[config.mk]
export PLATFORM = sky130hd
export DESIGN_NAME = lsu_dmem_ctrl
export DESIGN_NICKNAME = d
export VERILOG_FILES = /design/src/rtl/lsu_pkg.sv /design/src/rtl/lsu_align.sv /design/src/rtl/lsu_dmem_ctrl.sv
export SDC_FILE = /design/constraint.sdc
export NUM_CORES = 1
export LEC_CHECK = 0
export ABC_CLOCK_PERIOD_IN_PS = 4000
export CORE_MARGIN = 2
export CORE_UTILIZATION = 41
export DETAILED_ROUTE_END_ITERATION = 10
export GPL_ROUTABILITY_DRIVEN = 0
export PLACE_DENSITY = 0.8
export SYNTH_ARGS = -nofsm -noshare
export SYNTH_HDL_FRONTEND = slang
export SYNTH_HIERARCHICAL = 1
export SYNTH_SLANG_ARGS = --single-unit
[constraint.sdc]
create_clock -name clk -period 4 [get_ports clk]
set_input_delay 0.6 -clock clk [delete_from_list [all_inputs] [get_ports clk]]
set_output_delay 0.6 -clock clk [all_outputs]
set_load 0.05 [all_outputs]
[src/rtl/lsu_pkg.sv]
// Shared types and constants for the load/store unit.
package lsu_pkg;

  typedef enum logic [1:0] {
    StIdle,
    StReq,
    StWait,
    StDone
  } lsu_state_e;

  // funct3 encodings for loads/stores
  localparam logic [2:0] F3_B  = 3'b000;
  localparam logic [2:0] F3_H  = 3'b001;
  localparam logic [2:0] F3_W  = 3'b010;
  localparam logic [2:0] F3_BU = 3'b100;
  localparam logic [2:0] F3_HU = 3'b101;

  // Byte-enable patterns for lane 0, shifted by addr[1:0]
  localparam logic [3:0] BE_BYTE = 4'b0001;
  localparam logic [3:0] BE_HALF = 4'b0011;
  localparam logic [3:0] BE_WORD = 4'b1111;

endpackage

[src/rtl/lsu_align.sv]
// Combinational size/alignment logic: byte enables, store-lane replication,
// load lane selection with sign/zero extension, and illegal/misaligned detection.
module lsu_align
  import lsu_pkg::*;
(
  input  logic [2:0]  funct3,
  input  logic        is_store,
  input  logic [1:0]  addr_lo,
  input  logic [31:0] wdata,
  input  logic [31:0] rdata,
  output logic [3:0]  be,
  output logic [31:0] wdata_rep,
  output logic [31:0] rdata_ext,
  output logic        fault
);

  logic [31:0] rdata_sh;

  // Move the addressed lane down to bit 0.
  always_comb begin
    rdata_sh = rdata >> {addr_lo, 3'b000};
  end

  // Decode access size into enables, store data, load extension and fault.
  always_comb begin
    be        = '0;
    wdata_rep = wdata;
    rdata_ext = '0;
    fault     = 1'b0;
    case (funct3)
      F3_B: begin
        be        = BE_BYTE << addr_lo;
        wdata_rep = {4{wdata[7:0]}};
        rdata_ext = {{24{rdata_sh[7]}}, rdata_sh[7:0]};
      end
      F3_BU: begin
        fault     = is_store;
        be        = BE_BYTE << addr_lo;
        wdata_rep = {4{wdata[7:0]}};
        rdata_ext = {24'h0, rdata_sh[7:0]};
      end
      F3_H: begin
        fault     = addr_lo[0];
        be        = BE_HALF << addr_lo;
        wdata_rep = {2{wdata[15:0]}};
        rdata_ext = {{16{rdata_sh[15]}}, rdata_sh[15:0]};
      end
      F3_HU: begin
        fault     = is_store | addr_lo[0];
        be        = BE_HALF << addr_lo;
        wdata_rep = {2{wdata[15:0]}};
        rdata_ext = {16'h0, rdata_sh[15:0]};
      end
      F3_W: begin
        fault     = (addr_lo != 2'b00);
        be        = BE_WORD;
        rdata_ext = rdata;
      end
      default: begin
        fault = 1'b1;
      end
    endcase
  end

endmodule

[src/rtl/lsu_dmem_ctrl.sv]
// Load/store unit between EX/MEM and a req/gnt/rvalid data-memory port.
// Stalls the upstream pipeline while a bus access is outstanding.
// Optional bus watchdog enabled by defining LSU_TIMEOUT_EN.
module lsu_dmem_ctrl
  import lsu_pkg::*;
#(
  parameter int unsigned TIMEOUT_CYCLES = 64
) (
  input  logic        clk,
  input  logic        rst,
  input  logic        req_valid,
  input  logic        req_rd,
  input  logic        req_wr,
  input  logic [2:0]  req_funct3,
  input  logic [31:0] req_addr,
  input  logic [31:0] req_wdata,
  output logic        lsu_stall,
  output logic        lsu_result_valid,
  output logic [31:0] lsu_result,
  output logic        lsu_misaligned,
  output logic        lsu_bus_err,
  output logic        dmem_req,
  output logic        dmem_we,
  output logic [31:0] dmem_addr,
  output logic [3:0]  dmem_be,
  output logic [31:0] dmem_wdata,
  input  logic        dmem_gnt,
  input  logic        dmem_rvalid,
  input  logic [31:0] dmem_rdata
);

  lsu_state_e  state_q;
  logic [2:0]  f3_q;
  logic [1:0]  addr_lo_q;

  logic        mem_op;
  logic        accept;
  logic        timeout_hit;
  logic [2:0]  align_f3;
  logic [1:0]  align_lo;
  logic        align_store;
  logic [3:0]  align_be;
  logic [31:0] align_wdata;
  logic [31:0] align_rdata;
  logic        align_fault;

  // In IDLE the aligner decodes the incoming request; afterwards it works from
  // the latched access so load extension uses the issuing instruction's size.
  always_comb begin
    if (state_q == StIdle) begin
      align_f3    = req_funct3;
      align_lo    = req_addr[1:0];
      align_store = req_wr;
    end else begin
      align_f3    = f3_q;
      align_lo    = addr_lo_q;
      align_store = dmem_we;
    end
  end

  lsu_align u_align (
    .funct3    (align_f3),
    .is_store  (align_store),
    .addr_lo   (align_lo),
    .wdata     (req_wdata),
    .rdata     (dmem_rdata),
    .be        (align_be),
    .wdata_rep (align_wdata),
    .rdata_ext (align_rdata),
    .fault     (align_fault)
  );

  // Accept decision and stall; stall must rise in the accepting cycle itself.
  always_comb begin
    mem_op    = req_valid & (req_rd | req_wr);
    accept    = (state_q == StIdle) & mem_op & ~align_fault & ~rst;
    lsu_stall = accept | (state_q == StReq) | (state_q == StWait);
  end

`ifdef LSU_TIMEOUT_EN
  localparam int unsigned CntW = $clog2(TIMEOUT_CYCLES + 1);

  logic [CntW-1:0] cnt_q;
  logic            busy;

  assign busy        = (state_q == StReq) | (state_q == StWait);
  assign timeout_hit = busy & (cnt_q == CntW'(TIMEOUT_CYCLES - 1));

  // Watchdog counts every cycle spent in REQ or WAIT, clears elsewhere.
  always_ff @(posedge clk or posedge rst) begin
    if (rst) begin
      cnt_q <= '0;
    end else if (busy) begin
      cnt_q <= cnt_q + CntW'(1);
    end else begin
      cnt_q <= '0;
    end
  end
`else
  logic unused_timeout_cycles;

  assign unused_timeout_cycles = |TIMEOUT_CYCLES;
  assign timeout_hit           = 1'b0;
`endif

  // Transaction FSM with registered bus and result outputs.
  always_ff @(posedge clk or posedge rst) begin
    if (rst) begin
      state_q          <= StIdle;
      f3_q             <= '0;
      addr_lo_q        <= '0;
      dmem_req         <= 1'b0;
      dmem_we          <= 1'b0;
      dmem_addr        <= '0;
      dmem_be          <= '0;
      dmem_wdata       <= '0;
      lsu_result       <= '0;
      lsu_result_valid <= 1'b0;
      lsu_misaligned   <= 1'b0;
      lsu_bus_err      <= 1'b0;
    end else begin
      lsu_result_valid <= 1'b0;
      lsu_misaligned   <= 1'b0;
      lsu_bus_err      <= 1'b0;
      case (state_q)
        StIdle: begin
          if (mem_op && align_fault) begin
            lsu_misaligned <= 1'b1;
          end else if (accept) begin
            state_q    <= StReq;
            f3_q       <= req_funct3;
            addr_lo_q  <= req_addr[1:0];
            dmem_req   <= 1'b1;
            dmem_we    <= req_wr;
            dmem_addr  <= {req_addr[31:2], 2'b00};
            dmem_be    <= align_be;
            dmem_wdata <= req_wr ? align_wdata : '0;
          end
        end
        StReq: begin
          if (dmem_gnt) begin
            dmem_req <= 1'b0;
            if (dmem_we) begin
              state_q          <= StDone;
              lsu_result       <= '0;
              lsu_result_valid <= 1'b1;
            end else begin
              state_q <= StWait;
            end
          end else if (timeout_hit) begin
            dmem_req         <= 1'b0;
            state_q          <= StDone;
            lsu_result       <= '0;
            lsu_result_valid <= 1'b1;
            lsu_bus_err      <= 1'b1;
          end
        end
        StWait: begin
          if (dmem_rvalid) begin
            state_q          <= StDone;
            lsu_result       <= align_rdata;
            lsu_result_valid <= 1'b1;
          end else if (timeout_hit) begin
            state_q          <= StDone;
            lsu_result       <= '0;
            lsu_result_valid <= 1'b1;
            lsu_bus_err      <= 1'b1;
          end
        end
        // Pipeline advances on this edge; the instruction still shown is not re-issued.
        StDone: begin
          state_q <= StIdle;
        end
        default: begin
          state_q <= StIdle;
        end
      endcase
    end
  end

endmodule
# Word-level counts from Yosys, hierarchy flattened
# Cells that the tools add are included.
[totals]
elab_cells = 77
output_inout_bits = 106
ff_bits = 109
[op_classes]
shift = 3
n_eq_ne = 12
bitwise = 11
muxes = 28
n_reduce_logical = 12
[op_table]
columns = ["cell", "n"]
rows = [
  ["32-bit case mux with 5 select lines", 1],
  ["32-bit two-way mux", 4],
  ["32-bit case mux with 2 select lines", 2],
  ["32-bit by 5-bit right shift with 16-bit output", 1],
  ["4-bit case mux with 3 select lines", 1],
  ["4-bit AND reduction", 3],
  ["1-bit two-way mux", 10],
  ["2-bit two-way mux", 5],
  ["2-bit inequality test, second input constant", 5],
  ["2-bit case mux with 4 select lines", 1],
  ["3-bit == test, second input constant", 2],
  ["2-bit nonzero test", 3],
  ["1-bit case mux with 5 select lines", 1],
  ["1-bit bitwise AND", 4],
  ["2-bit == test, second input constant", 2],
  ["1-bit OR", 4],
  ["1-bit case mux with 2 select lines", 2],
  ["2-bit OR reduction", 2],
  ["1-bit by 2-bit << shifter with 4-bit output, first input constant", 1],
  ["2-bit by 2-bit << shifter with 4-bit output, first input constant", 1],
  ["3-bit by 1-bit == test with 1-bit output, second input constant", 1],
  ["3-bit by 2-bit == test with 1-bit output, second input constant", 1],
  ["3-bit logical NOT", 1],
  ["3-bit two-way mux", 1],
  ["other kinds (5)", 7],
]

# Depth between registers and ports, before layout
[logic_depth]
ltp_word = 10
mapped_depth = 13

# Modules after synthesis
# The synthesis kept the hierarchy.
[modules_own_cells]
columns = ["mod", "cells_per_inst", "instances", "area_per_inst_um2"]
rows = [
  ["lsu_dmem_ctrl", 352, 1, 4453.0],
  ["lsu_align", 154, 1, 1234.9],
]

# Least setup slack after synthesis
# Ideal clock, no wire load.
[synth_path]
path_type = "reg-to-output"
startpoint = "register state_q[0]"
endpoint = "output lsu_stall"
arrival_time_ns = 3.185
required_ns = 3.400
n_path_buf = 6
stages_incl_launch_ff = 14
setup_slack_ns = 0.215
cell_sequence = "dfrtp_1 > inv_1 > ha_1 > buf_2 > mux2_2 > buf_4 > buf_2 > clkbuf_1 > a221oi_1 > a21oi_1 > clkbuf_1 > nor3_2 > buf_2 > or3_1"
[synth_via]
elab_chain_len = 9
elab_cells_between_ends = 20
classes_between = "eq/ne (6); mux (4); bitwise (7); reduce/logical (3)"
[synth_lines]
columns = ["element", "line", "rtl"]
rows = [
  ["start, declared", "lsu_dmem_ctrl.sv:32", "lsu_state_e state_q;"],
  ["start signal, assigned", "lsu_dmem_ctrl.sv:109", "state_q <= StIdle;"],
  ["start signal, assigned", "lsu_dmem_ctrl.sv:130", "state_q <= StReq;"],
  ["start signal, assigned", "lsu_dmem_ctrl.sv:144", "state_q <= StDone;"],
  ["2-bit logical NOT (*)", "lsu_dmem_ctrl.sv:50", "if (state_q == StIdle) begin"],
  ["3-bit two-way mux (*)", "lsu_dmem_ctrl.sv:50", ""],
  ["via align_f3[1]", "lsu_dmem_ctrl.sv:39", "logic [2:0] align_f3;"],
  ["3-bit by 2-bit == test with 1-bit output, or another cell as far along", "lsu_align.sv:30", "case (funct3)"],
  ["1-bit case mux with 5 select lines (*)", "lsu_align.sv:30", ""],
  ["via align_fault", "lsu_dmem_ctrl.sv:45", "logic align_fault;"],
  ["1-bit NOT (*)", "lsu_dmem_ctrl.sv:76", "accept = (state_q == StIdle) & mem_op & ~align_fault & ~rst;"],
  ["1-bit bitwise AND (*) (2 in a row)", "lsu_dmem_ctrl.sv:76", ""],
  ["1-bit OR (*) (2 in a row)", "lsu_dmem_ctrl.sv:77", "lsu_stall = accept | (state_q == StReq) | (state_q == StWait);"],
  ["end, declared", "lsu_dmem_ctrl.sv:17", "output logic lsu_stall,"],
]
# The timed path passes the listed nets; every way through them passes the cells marked *.

# Worst setup path after layout
[layout_path]
startpoint = "register state_q[0]"
endpoint = "output lsu_stall"
[layout_via]
elab_chain_len = 9
elab_cells_between_ends = 20
classes_between = "eq/ne (6); mux (4); bitwise (7); reduce/logical (3)"
[layout_lines]
columns = ["element", "line", "rtl"]
rows = [
  ["2-bit logical NOT", "lsu_dmem_ctrl.sv:50", ""],
  ["2-bit two-way mux", "lsu_dmem_ctrl.sv:50", ""],
  ["via align_lo[1]", "lsu_dmem_ctrl.sv:40", "logic [1:0] align_lo;"],
  ["2-bit nonzero test", "lsu_align.sv:55", "fault = (addr_lo != 2'b00);"],
  ["1-bit case mux with 5 select lines", "lsu_align.sv:30", ""],
  ["via align_fault", "lsu_dmem_ctrl.sv:45", ""],
  ["1-bit NOT", "lsu_dmem_ctrl.sv:76", ""],
  ["1-bit bitwise AND (2 in a row)", "lsu_dmem_ctrl.sv:76", ""],
  ["1-bit OR (2 in a row)", "lsu_dmem_ctrl.sv:77", ""],
]
# The timed path passes the listed nets, and every way through them passes these cells.

==> results <==
report_power, final:
part	internal (mW)	switching, mW
Combinational	1.86	3.27
Sequential	1.59	0.288
Clock	0.616	0.413
Total	4.07	3.97
registers in the layout, summed over array words and instances, names as in the netlist:
name and count:
f3_q 3, lsu_result_valid 1, dmem_req 1, dmem_we 1, dmem_wdata 32, dmem_addr 30
lsu_result 32, addr_lo_q 2, lsu_misaligned 1, dmem_be 4, state_q 2
critical path: stages, from the launching register on:
cell and delay (ps):
dfrtp_1 400, inv_1 110, ha_1 310, mux2_2 420, nor2_1 130, a21oi_4 830, nor3_4 100, or3_1 390
buf_12 170
cells by family (layout without fill, tap and decap cells):
kind of cell / Yosys count / after routing / share of synthesized area
multiplexers: 83 / 83 / 0.163
AO/OA/AOI/OAI: 169 / 169 / 0.228
adder cells (fa/ha/maj): 3 / 3 / 0.00660
other: 1 / 3 / 0.000659
flip-flops: 109 / 109 / 0.480
buffers and inverters: 65 / 242 / 0.0623
AND/OR/NAND/NOR: 76 / 76 / 0.0596
through the flow:
step	instance area (um2)	setup WS, ps	std cells	power, mW	hold WS, ps
CTS	8160	169	865	8.05	504
detailed placement	7810	336	849	7.00	488
global placement	7810	385	849	6.87	478
finish	8160	193	865	8.03	505
floorplan	5700	97.3	508	5.46	477
global route	8160	0.209	865	8.42	525
how the worst min path moves through the flow:
stage / start / end / slack, ps / cells after the start
3_5_place_dp: dmem_addr[15] / dmem_addr[15] / 490 / 1
2_1_floorplan: addr_lo_q[0] / addr_lo_q[0] / 480 / 1
5_1_grt: dmem_addr[15] / dmem_addr[15] / 520 / 1
3_3_place_gp: dmem_addr[14] / dmem_addr[14] / 480 / 1
6_report: dmem_addr[15] / dmem_addr[15] / 510 / 1
4_1_cts: dmem_addr[15] / dmem_addr[15] / 500 / 1
synth_stat cells, drive strengths merged (8+ instances only):
master,instances
o2bb2ai,8
o31ai,33
a22oi,8
dfrtp,109
a22o,38
buf,33
a21o,16
clkbuf,26
nand2,50
o21ai,42
mux2,73
mux2i,10
nor2,8
cell type report:
class,instances,area [um2],area share
inverters,6,25.0,0.00307
multi-input cells,334,2640,0.323
repair buffers,220,2190,0.269
clock inverters,7,124,0.0152
clock buffers,9,225,0.0276
flip-flops and latches,109,2730,0.334
well taps,180,225,0.0276
layer usage:
metal,part of all wire,vias to the layer above,track usage,wire length [um]
met3,0.079,33,0.0431,1330
met5,0,-,0,0
li1,-,2202,-,-
met2,0.48,248,0.359,8050
met1,0.41,2434,0.291,6830
met4,0.028,0,0.0891,464
==> flow_metrics.env <==
export IMPL_track_usage=0.221
export IMPL_fin_crit_sh=0.952
export IMPL_critPathKind="reg2out"
export IMPL_async_reset_ff_frac=1.00
export IMPL_drive_gt1_frac=0.161
export IMPL_power_density_nw_per_um2=984
export IMPL_synth_area_leaders="dfrtp_1, mux2_2, a22o_1"
export IMPL_status="complete, no violations"
export IMPL_cp_end_kind="output port"
export IMPL_clk_latency_ps=350
export IMPL_rows=43
export IMPL_drt_pass1_iterations=4
export IMPL_hpwl_um=11800
export IMPL_drt_wl_total_um=16700
export IMPL_clock_fmax_ghz=0.263
export IMPL_gr_total_overflow=0
export IMPL_yosysTopAreaCell="dfrtp_1"
export IMPL_n_antenna_cell=0
export IMPL_syn_area_um2=5690
export IMPL_irDropWorstVdd_mv=0.461
export IMPL_reg2reg_to="dmem_req"
export IMPL_fp_dieH_um=122
export IMPL_vias=4917
export IMPL_worstPathMaxFanout=37
export IMPL_critPathLaunch="state_q[0]"
export IMPL_drc=0
export IMPL_tightestPinTransition_ps=1180
export IMPL_fin_util=0.595
export IMPL_viasPerCell=5.68
export IMPL_cts_resized=0
export IMPL_wl_per_cell_um=19.3
export IMPL_start_util=0.415
export IMPL_fin_worst_skew_ps=11.2
export IMPL_grt_start_max_net_pins=59
export IMPL_antenna_left=0
export IMPL_relSlewSlack=0.211
export IMPL_synth_edf_count=0
export IMPL_die_w_um=122
export IMPL_htree_levels=3
export IMPL_core_um2=13700
export IMPL_maxCapViolations=0
export IMPL_hold_class="reg2reg"
export IMPL_timing_setup_tns_ps=0
export IMPL_r2r_slack_ps=710
export IMPL_p_leak_nw=3.50
export IMPL_grt_pass1_wl_um=25800
export IMPL_arrival_ps=3210
export IMPL_root_buffer="clkbuf_16"
export IMPL_r2r_start="state_q[0]"
export IMPL_die_area_um2=14800
export IMPL_port_buffers=208
export IMPL_ys_ff_latch=109
export IMPL_yosys_warnings=6
export IMPL_cts_hold_buf=0
export IMPL_cts_sinks=109
export IMPL_finalHoldViolations=0
export IMPL_critical_path_endpoint="lsu_stall"
export IMPL_post_route_min_period_ps=3810
export IMPL_syn_avg_cell_area_um2=11.2
export IMPL_syn_to_final_growth_pct=43.5
export IMPL_path_clk_slew_ps=70
export IMPL_setup_viol=0
export IMPL_postSynthCellCount=506
export IMPL_fillers=1116
export IMPL_critPathRequiredTime_ps=3400
export IMPL_ys_seq_area_frac=0.480
export IMPL_cts_tree="done"
export IMPL_startpoint_type="flip-flop"
export IMPL_cts_made_buffers=9
export IMPL_synth_ff_type="dfrtp_1"
export IMPL_reg2reg_depth=9
export IMPL_post_cts_setup_buffers=0
export IMPL_yosysUniqueCellTypes=50
export IMPL_final_common_cell="clkdlybuf4s50_1"
export IMPL_io_pin_count=212
export IMPL_fin_nets=789
export IMPL_rsz0062_at_grt="false"
export IMPL_layout_common_cells="clkdlybuf4s50_1, dfrtp_1, mux2_2"
export IMPL_cts_buffer_depth=2
export IMPL_antenna_found_initial=0
export IMPL_synth_top_area_frac=0.480
export IMPL_grt_pass1_vias=4968
export IMPL_slew_violations=0
export IMPL_first_iter_violations=359
Power figures use the tool's default switching activity.
